[src/rtl/exu_lsu_pkg.sv]
// Shared definitions for the execute-stage load/store data-memory responder:
// access-size encodings, FSM state encoding, byte-lane mask constants and an
// alignment helper used when EXU_LSU_MISALIGN_TRAP_EN is defined.
package exu_lsu_pkg;

  // Access size as issued by the execute stage; 2'b11 is handled as a word.
  localparam logic [1:0] LSU_SZ_B = 2'b00;
  localparam logic [1:0] LSU_SZ_H = 2'b01;
  localparam logic [1:0] LSU_SZ_W = 2'b10;

  // Byte-lane masks before shifting into position.
  localparam logic [3:0] LSU_MASK_NONE = 4'b0000;
  localparam logic [3:0] LSU_MASK_B    = 4'b0001;
  localparam logic [3:0] LSU_MASK_H    = 4'b0011;
  localparam logic [3:0] LSU_MASK_W    = 4'b1111;

  typedef enum logic [1:0] {
    ST_IDLE   = 2'd0,
    ST_ACCESS = 2'd1,
    ST_WAIT   = 2'd2,
    ST_RESP   = 2'd3
  } lsu_state_e;

  // A halfword must sit on an even address, a word on a multiple of four.
  function automatic logic lsu_misaligned(input logic [1:0] size,
                                          input logic [1:0] addr_lo);
    logic mis;
    case (size)
      LSU_SZ_B: mis = 1'b0;
      LSU_SZ_H: mis = addr_lo[0];
      default:  mis = |addr_lo;
    endcase
    return mis;
  endfunction

endpackage

[src/rtl/exu_lsu_load_align.sv]
// Combinational load-data alignment: picks the addressed byte or halfword out
// of a 32-bit memory word and sign- or zero-extends it. Word accesses pass
// through untouched. Kept standalone so the fetch path can share it.
module exu_lsu_load_align
  import exu_lsu_pkg::*;
(
  input  logic [31:0] rdata_i,
  input  logic [1:0]  addr_i,
  input  logic [1:0]  size_i,
  input  logic        unsigned_i,
  output logic [31:0] result_o
);

  logic [7:0]  byte_v;
  logic [15:0] half_v;

  // Lane select and extension; halfwords use only addr_i[1].
  // NOTE: every output of a combinational block gets a default first so no
  // path leaves it unassigned, which would otherwise infer a latch.
  always_comb begin
    byte_v   = rdata_i[7:0];
    half_v   = rdata_i[15:0];
    result_o = rdata_i;
    case (addr_i)
      2'd0:    byte_v = rdata_i[7:0];
      2'd1:    byte_v = rdata_i[15:8];
      2'd2:    byte_v = rdata_i[23:16];
      default: byte_v = rdata_i[31:24];
    endcase
    if (addr_i[1]) half_v = rdata_i[31:16];
    case (size_i)
      LSU_SZ_B: result_o = {{24{byte_v[7] & ~unsigned_i}}, byte_v};
      LSU_SZ_H: result_o = {{16{half_v[15] & ~unsigned_i}}, half_v};
      default:  result_o = rdata_i;
    endcase
  end

endmodule

[src/rtl/exu_lsu_dmem.sv]
// Memory-side responder for execute-stage loads and stores. Takes one request
// at a time, drives a synchronous single-port SRAM with byte-lane write masks,
// and returns extended load data with its destination register.
// Optional macro EXU_LSU_MISALIGN_TRAP_EN: misaligned requests are dropped in
// IDLE and flagged with a one-cycle o_misalign pulse instead of being accessed
// with their low address bits ignored.
module exu_lsu_dmem
  import exu_lsu_pkg::*;
#(
  parameter int RD_LAT  = 1,
  parameter int SRAM_AW = 12
) (
  input  logic               clk,
  input  logic               rst_n,
  input  logic               i_mem_wen,
  input  logic               i_mem_ren,
  input  logic [31:0]        i_mem_addr,
  input  logic [31:0]        i_mem_wdata,
  input  logic [1:0]         i_mem_size,
  input  logic               i_mem_unsigned,
  input  logic [4:0]         i_rd_addr,
  output logic               o_busy,
  output logic               o_rdata_vld,
  output logic [31:0]        o_rdata,
  output logic [4:0]         o_rd_addr,
  output logic               o_misalign,
  output logic               o_sram_cs,
  output logic               o_sram_we,
  output logic [SRAM_AW-1:0] o_sram_addr,
  output logic [3:0]         o_sram_wmask,
  output logic [31:0]        o_sram_wdata,
  input  logic [31:0]        i_sram_rdata
);

  // Wait counter spans RD_LAT-1 for RD_LAT in 1..4.
  localparam int               CNT_W    = 2;
  localparam logic [CNT_W-1:0] CNT_INIT = CNT_W'(RD_LAT - 1);

  lsu_state_e         state_q, state_d;
  logic [CNT_W-1:0]   cnt_q, cnt_d;
  logic               busy_q;
  logic               rdata_vld_q;
  logic [31:0]        rdata_q;
  logic [4:0]         rd_addr_q;

  // Latched request.
  logic [SRAM_AW+1:0] addr_q;
  logic [1:0]         size_q;
  logic               uns_q;
  logic               store_q;
  logic [31:0]        wdata_q;
  logic [4:0]         req_rd_q;

  logic               req_vld;
  logic               req_take;
  logic [31:0]        load_res;
  logic [3:0]         lane_mask;
  logic [31:0]        lane_wdata;
  logic               unused_addr;

  assign req_vld     = i_mem_wen | i_mem_ren;
  assign unused_addr = ^i_mem_addr[31:SRAM_AW+2];

`ifdef EXU_LSU_MISALIGN_TRAP_EN
  logic req_misaligned;
  logic req_trap;
  logic misalign_q;

  assign req_misaligned = lsu_misaligned(i_mem_size, i_mem_addr[1:0]);
  assign req_take = (state_q == ST_IDLE) && req_vld && !req_misaligned;
  assign req_trap = (state_q == ST_IDLE) && req_vld && req_misaligned;

  // One-cycle misalignment pulse in the cycle after the rejected request.
  always_ff @(posedge clk or negedge rst_n) begin
    if (!rst_n) misalign_q <= 1'b0;
    else        misalign_q <= req_trap;
  end

  assign o_misalign = misalign_q;
`else
  assign req_take   = (state_q == ST_IDLE) && req_vld;
  assign o_misalign = 1'b0;
`endif

  // Next-state logic: store finishes after ACCESS, load waits RD_LAT cycles.
  always_comb begin
    state_d = state_q;
    cnt_d   = cnt_q;
    case (state_q)
      ST_IDLE: begin
        if (req_take) state_d = ST_ACCESS;
      end
      ST_ACCESS: begin
        if (store_q) begin
          state_d = ST_IDLE;
        end else begin
          cnt_d   = CNT_INIT;
          state_d = ST_WAIT;
        end
      end
      ST_WAIT: begin
        if (cnt_q == '0) state_d = ST_RESP;
        else             cnt_d   = cnt_q - 1'b1;
      end
      ST_RESP: state_d = ST_IDLE;
      default: state_d = ST_IDLE;
    endcase
  end

  // State, counter and the registered busy / result-valid flags.
  // NOTE: sequential state uses non-blocking assignments so every register
  // samples pre-edge values regardless of statement order.
  always_ff @(posedge clk or negedge rst_n) begin
    if (!rst_n) begin
      state_q     <= ST_IDLE;
      cnt_q       <= '0;
      busy_q      <= 1'b0;
      rdata_vld_q <= 1'b0;
    end else begin
      state_q     <= state_d;
      cnt_q       <= cnt_d;
      busy_q      <= (state_d != ST_IDLE);
      rdata_vld_q <= (state_d == ST_RESP);
    end
  end

  // Capture the request when it is accepted in IDLE; a store wins over ren.
  always_ff @(posedge clk or negedge rst_n) begin
    if (!rst_n) begin
      addr_q   <= '0;
      size_q   <= LSU_SZ_B;
      uns_q    <= 1'b0;
      store_q  <= 1'b0;
      wdata_q  <= '0;
      req_rd_q <= '0;
    end else if (req_take) begin
      addr_q   <= i_mem_addr[SRAM_AW+1:0];
      size_q   <= i_mem_size;
      uns_q    <= i_mem_unsigned;
      store_q  <= i_mem_wen;
      wdata_q  <= i_mem_wdata;
      req_rd_q <= i_rd_addr;
    end
  end

  exu_lsu_load_align u_load_align (
    .rdata_i    (i_sram_rdata),
    .addr_i     (addr_q[1:0]),
    .size_i     (size_q),
    .unsigned_i (uns_q),
    .result_o   (load_res)
  );

  // Register the aligned load result on the last WAIT cycle; holds otherwise.
  always_ff @(posedge clk or negedge rst_n) begin
    if (!rst_n) begin
      rdata_q   <= '0;
      rd_addr_q <= '0;
    end else if (state_q == ST_WAIT && cnt_q == '0) begin
      rdata_q   <= load_res;
      rd_addr_q <= req_rd_q;
    end
  end

  // Lane mask and replicated write data from the latched size and address.
  always_comb begin
    lane_mask  = LSU_MASK_W;
    lane_wdata = wdata_q;
    case (size_q)
      LSU_SZ_B: begin
        lane_mask  = LSU_MASK_B << addr_q[1:0];
        lane_wdata = {4{wdata_q[7:0]}};
      end
      LSU_SZ_H: begin
        lane_mask  = LSU_MASK_H << {addr_q[1], 1'b0};
        lane_wdata = {2{wdata_q[15:0]}};
      end
      default: begin
        lane_mask  = LSU_MASK_W;
        lane_wdata = wdata_q;
      end
    endcase
  end

  assign o_sram_cs    = (state_q == ST_ACCESS);
  assign o_sram_we    = o_sram_cs & store_q;
  assign o_sram_wmask = o_sram_we ? lane_mask : LSU_MASK_NONE;
  assign o_sram_addr  = addr_q[SRAM_AW+1:2];
  assign o_sram_wdata = lane_wdata;

  assign o_busy      = busy_q;
  assign o_rdata_vld = rdata_vld_q;
  assign o_rdata     = rdata_q;
  assign o_rd_addr   = rd_addr_q;

endmodule
[config.mk]
export PLATFORM = sky130hd
export DESIGN_NAME = exu_lsu_dmem
export DESIGN_NICKNAME = d
export VERILOG_FILES = /design/src/rtl/exu_lsu_pkg.sv /design/src/rtl/exu_lsu_load_align.sv /design/src/rtl/exu_lsu_dmem.sv
export SDC_FILE = /design/constraint.sdc
export NUM_CORES = 1
export LEC_CHECK = 0
export CORE_UTILIZATION = 48
export CTS_CLUSTER_DIAMETER = 120
export CTS_CLUSTER_SIZE = 20
export DETAILED_ROUTE_END_ITERATION = 12
export PLACE_DENSITY = 0.91
export SKIP_LAST_GASP = 1
export SLEW_MARGIN = 20
export SYNTH_ARGS = -nofsm -noshare
export SYNTH_HDL_FRONTEND = slang
export SYNTH_SLANG_ARGS = --single-unit
export TNS_END_PERCENT = 50
[constraint.sdc]
create_clock -name clk -period 3.8 [get_ports clk]
set_clock_uncertainty 0.1 [all_clocks]
set_input_delay 0.38 -clock clk [delete_from_list [all_inputs] [get_ports clk]]
set_output_delay 0.38 -clock clk [all_outputs]
set_load 0.01 [all_outputs]
==> impl_metrics.prom <==
# TYPE chip_impl_metric gauge
chip_impl_metric{name="worstSkewPairLatency",unit="ps"} 350
chip_impl_metric{name="async_flop_share",unit="%"} 100.0
chip_impl_metric{name="data_arrival_time_of_the_worst_path",unit="ps"} 2450
chip_impl_metric{name="multi_input_area",unit="mm^2"} 0.002370
chip_impl_metric{name="clk_pin_slew_worst_paths",unit="ps"} 90
chip_impl_info{name="timing.rr.end",value="wdata_q[18]"} 1
chip_impl_metric{name="cts_made_buffers",unit=""} 9
chip_impl_metric{name="layout.area.seq",unit="mm^2"} 0.002454
chip_impl_metric{name="synth_simple_gate_area_share",unit="%"} 11.63
chip_impl_metric{name="global_route.usage.met2",unit="%"} 45.50
chip_impl_metric{name="ys_seq_elements",unit=""} 98
chip_impl_metric{name="ys_seq_area_share",unit="%"} 47.09
chip_impl_info{name="gr-max-usage-layer",value="met2"} 1
chip_impl_metric{name="synth-edff-count",unit=""} 0
chip_impl_metric{name="synth.yosys.warnings",unit=""} 0
chip_impl_metric{name="yosys.cell_types.count",unit=""} 48
chip_impl_metric{name="power_per_cell_area",unit="mW/mm^2"} 884.3
chip_impl_metric{name="met3_usage",unit="%"} 7.296
chip_impl_metric{name="post-route-drc-count",unit=""} 0
chip_impl_metric{name="initial_cell_density_of_the_core",unit="%"} 49.99
chip_impl_metric{name="drt-vias-per-instance",unit=""} 5.755
chip_impl_metric{name="setup_tns",unit="ps"} 0
chip_impl_metric{name="power.share.sequential",unit="%"} 32.6
chip_impl_metric{name="synth.area.mux_share",unit="%"} 19.20
chip_impl_metric{name="p_leak",unit="nW"} 2.957
chip_impl_metric{name="num-nets-final",unit=""} 726
chip_impl_metric{name="layout_worst_path_cycle_share",unit="%"} 77.11
chip_impl_info{name="layout.cells.most_common_list",value="177 x sky130_fd_sc_hd__clkdlybuf4s50_1, 97 x sky130_fd_sc_hd__dfrtp_1, 78 x sky130_fd_sc_hd__mux2_2"} 1
chip_impl_metric{name="netSwitchingFraction",unit="%"} 36.87
chip_impl_metric{name="setup_viol",unit=""} 0
chip_impl_metric{name="dieArea",unit="mm^2"} 0.01127
chip_impl_metric{name="timing_max_transition_violations_final",unit=""} 0
chip_impl_metric{name="final.min_clock_period",unit="ps"} 2930
chip_impl_metric{name="gr-usage-all-layers",unit="%"} 26.19
chip_impl_metric{name="r2r.worst_path.cells",unit=""} 5
chip_impl_metric{name="timing.reg2reg.setup_slack",unit="ps"} 1240
chip_impl_metric{name="slew_headroom",unit="%"} 29.40
chip_impl_metric{name="timing_hold_violations_final",unit=""} 0
chip_impl_metric{name="pin_count",unit=""} 198
chip_impl_metric{name="global_route.overflow_total",unit=""} 0
chip_impl_metric{name="syn_area_per_cell",unit="um^2"} 10.96
chip_impl_metric{name="pwr-share-comb",unit="%"} 53.9
chip_impl_metric{name="fp.dieW",unit="um"} 106.2
chip_impl_metric{name="totalWireLength",unit="mm"} 14.29
chip_impl_metric{name="gp_routability_congestion",unit=""} 0.8393
chip_impl_metric{name="power_report.internal_total",unit="mW"} 3.969
chip_impl_metric{name="vdd.ir_drop.worst",unit="mV"} 0.5559
chip_impl_info{name="clock_tree.root_cell",value="sky130_fd_sc_hd__clkbuf_8"} 1
chip_impl_metric{name="fin_util",unit="%"} 68.25
chip_impl_metric{name="met1_usage",unit="%"} 30.32
chip_impl_metric{name="total_power",unit="mW"} 6.287
chip_impl_metric{name="number_of_diodes_added_for_antenna_fixing",unit=""} 0
chip_impl_metric{name="clkPwrFrac",unit="%"} 13.5
chip_impl_info{name="worstReg2RegStart",value="state_q[0]"} 1
chip_impl_metric{name="cell_rows",unit=""} 37
chip_impl_metric{name="dr.first_iter.drc_count",unit=""} 214
chip_impl_metric{name="netSwitchingPower",unit="mW"} 2.318
chip_impl_metric{name="fillers",unit=""} 761
chip_impl_metric{name="area.growth.synth_to_final",unit="%"} 36.52
chip_impl_metric{name="cts_sinks",unit=""} 98
chip_impl_metric{name="cts_buffer_depth",unit=""} 2
chip_impl_metric{name="first_global_vias",unit=""} 4504
chip_impl_metric{name="hold_buffers",unit=""} 0
chip_impl_info{name="commonest_non_fill_non_tap_cell_in_the_layout",value="sky130_fd_sc_hd__clkdlybuf4s50_1"} 1
chip_impl_metric{name="dr_total_vias",unit=""} 4339
chip_impl_metric{name="fraction_of_layout_cells_with_a_size_suffix_above_1",unit="%"} 18.28
chip_impl_metric{name="xor_xnor_share_of_the_synthesized_area",unit="%"} 0
chip_impl_info{name="worst_setup_path_start_kind",value="flip-flop"} 1
chip_impl_metric{name="fmax",unit="MHz"} 341.3
chip_impl_info{name="critPathTopFamily",value="flip-flops"} 1
chip_impl_info{name="cp-startpoint",value="size_q[0]"} 1
chip_impl_info{name="hold_path_class",value="in -> async"} 1
chip_impl_metric{name="required",unit="ps"} 3320
chip_impl_metric{name="grt_pass1_wl",unit="mm"} 22.93
chip_impl_metric{name="yosys.area_share.adder",unit="%"} 0.9611
chip_impl_metric{name="synth.net_count",unit=""} 587
chip_impl_metric{name="cts_post_setup_buffers_inserted",unit=""} 0
chip_impl_info{name="timing.critical_path.to",value="o_sram_wmask[0]"} 1
chip_impl_metric{name="timing.critical_path.slowest_cell_delay",unit="ps"} 790
chip_impl_metric{name="dpl.hpwl",unit="mm"} 10.15
chip_impl_metric{name="tightestPinTransition",unit="ps"} 1059
chip_impl_info{name="status",value="finished, final reports clean"} 1
chip_impl_metric{name="pin_count_of_the_biggest_net_entering_global_routing",unit=""} 76
chip_impl_metric{name="numPortBuffers",unit=""} 178
chip_impl_info{name="tritoncts_clock_tree",value="built"} 1
chip_impl_metric{name="core",unit="mm^2"} 0.01042
chip_impl_info{name="slowest_stage",value="sky130_fd_sc_hd__dfrtp_1"} 1
chip_impl_metric{name="post_synth_inst_count",unit=""} 475
chip_impl_metric{name="chipHeight",unit="um"} 106.2
chip_impl_metric{name="critPathMaxFanout",unit=""} 12
chip_impl_info{name="ys_dominant_reg_cell",value="sky130_fd_sc_hd__dfrtp_1"} 1
chip_impl_info{name="worstSetupPathType",value="reg -> out"} 1
chip_impl_metric{name="crit_cells",unit=""} 4
chip_impl_metric{name="synth_compound_gate_area_share",unit="%"} 13.62
chip_impl_metric{name="htree_num_levels",unit=""} 3
chip_impl_metric{name="path_buf_inv",unit=""} 1
chip_impl_metric{name="cts_resized",unit=""} 0
chip_impl_metric{name="summed_instance_area_of_the_synthesized_netlist",unit="mm^2"} 0.005207
chip_impl_info{name="end_kind",value="output pin"} 1
chip_impl_metric{name="drt_first_pass_iters",unit=""} 5
chip_impl_metric{name="cap_violations",unit=""} 0
chip_impl_metric{name="avgRoutedWirePerCell",unit="um"} 18.96
chip_impl_metric{name="route.antenna.remaining_nets",unit=""} 0
chip_impl_info{name="synth_top_family_by_area",value="multiplexers"} 1
chip_impl_info{name="path_cells",value="nand2b_1, a21oi_1, nor2_1, clkdlybuf4s50_1"} 1
chip_impl_info{name="grt_setup_unrepaired",value="false"} 1
chip_impl_metric{name="antenna_found_initial",unit=""} 0
==> worst min-delay path by stage <==
| stage | startpoint | endpoint | slack [ps] | depth (start not counted) |
|---|---|---|---|---|
| floorplan | rst_n | addr_q[0] | -20 | 0 |
| global placement | req_rd_q[4] | o_rd_addr[4] | 350 | 2 |
| detailed placement | req_rd_q[4] | o_rd_addr[4] | 360 | 2 |
| CTS | rst_n | o_rdata[1] | 90 | 1 |
| global route | rst_n | o_rdata[3] | 140 | 1 |
| finish | rst_n | o_rdata[6] | 70 | 1 |
==> final cells by class <==
type / instances / share of cell area, %
sequential: 98 / 34.51
inverter: 8 / 0.4224
clock inverter: 6 / 1.830
multi-input combinational: 312 / 33.33
tap: 136 / 2.394
timing repair buffer: 185 / 25.77
clock buffer: 9 / 1.742
==> registers in the layout, summed over array words and instances, names as in the netlist, 2 cells and up <==
register and count:
o_rdata 32, wdata_q 32, addr_q 14, o_rd_addr 5
req_rd_q 5, cnt_q 2, size_q 2, state_q 2
==> cells by family (layout without fill, tap and decap cells) <==
kind of cell               count (synthesis)  after routing
other                                      1              1
DFF                                       98             98
and+or+nand+nor                          114            114
muxes                                     89             89
adders and majority gates                  4              4
AOI/OAI and AO/OA                        104            104
buffers and inverters                     65            208
==> cell usage after synthesis (2+ instances only) <==
cell | number | area share, %
sky130_fd_sc_hd__and3b_1 | 8 | 1.3
sky130_fd_sc_hd__a21oi_1 | 11 | 1.1
sky130_fd_sc_hd__a31oi_1 | 28 | 3.4
sky130_fd_sc_hd__mux2_4 | 2 | 0.58
sky130_fd_sc_hd__nand2_1 | 46 | 3.3
sky130_fd_sc_hd__a32oi_1 | 7 | 1.2
sky130_fd_sc_hd__nand4_1 | 7 | 0.84
sky130_fd_sc_hd__buf_2 | 15 | 1.4
sky130_fd_sc_hd__nor2_1 | 18 | 1.3
sky130_fd_sc_hd__buf_6 | 2 | 0.43
sky130_fd_sc_hd__clkbuf_1 | 10 | 0.72
sky130_fd_sc_hd__inv_1 | 8 | 0.58
sky130_fd_sc_hd__mux2i_1 | 8 | 1.5
sky130_fd_sc_hd__a22oi_1 | 8 | 1.2
sky130_fd_sc_hd__ha_1 | 4 | 0.96
sky130_fd_sc_hd__dfrtp_1 | 98 | 47
sky130_fd_sc_hd__a21boi_0 | 3 | 0.43
sky130_fd_sc_hd__o22ai_1 | 13 | 1.6
sky130_fd_sc_hd__mux2_2 | 78 | 17
sky130_fd_sc_hd__nor2b_1 | 4 | 0.48
sky130_fd_sc_hd__nand3_1 | 2 | 0.19
sky130_fd_sc_hd__and2_1 | 13 | 1.6
sky130_fd_sc_hd__nand2b_1 | 6 | 0.72
sky130_fd_sc_hd__buf_4 | 29 | 4.2
sky130_fd_sc_hd__o211ai_1 | 7 | 1.0
sky130_fd_sc_hd__o21ai_0 | 18 | 1.7
==> power by group through the flow <==
| stage | sequential, mW | combinational [mW] | clock, mW |
|---|---|---|---|
| final | 2.05 | 3.39 | 0.850 |
| after global routing | 2.12 | 3.64 | 0.903 |
| after CTS | 2.04 | 3.40 | 0.873 |
| after detailed placement | 2.07 | 3.37 | 0 |
| after global placement | 2.02 | 3.26 | 0 |
| after floorplan | 1.92 | 2.09 | 0 |
==> per-stage QoR <==
step           setup slack (ps)  cells  instance area (um^2)  hold WS (ps)
6_report                  869.8    754                  7109         72.96
5_1_grt                   717.8    754                  7109         143.7
4_1_cts                   830.2    754                  7109         90.39
3_5_place_dp               1122    739                  6855         355.6
3_3_place_gp               1147    739                  6855         349.3
2_1_floorplan              2037    475                  5207        -15.59
==> metal layers <==
| metal | vias up | share of wire, % |
|---|---|---|
| met5 | - | 0 |
| met4 | 0 | 2.3 |
| met3 | 28 | 9.3 |
| met2 | 240 | 50 |
| met1 | 2108 | 38 |
| li1 | 1963 | - |
Note: power is estimated with default switching activity, not from simulation.
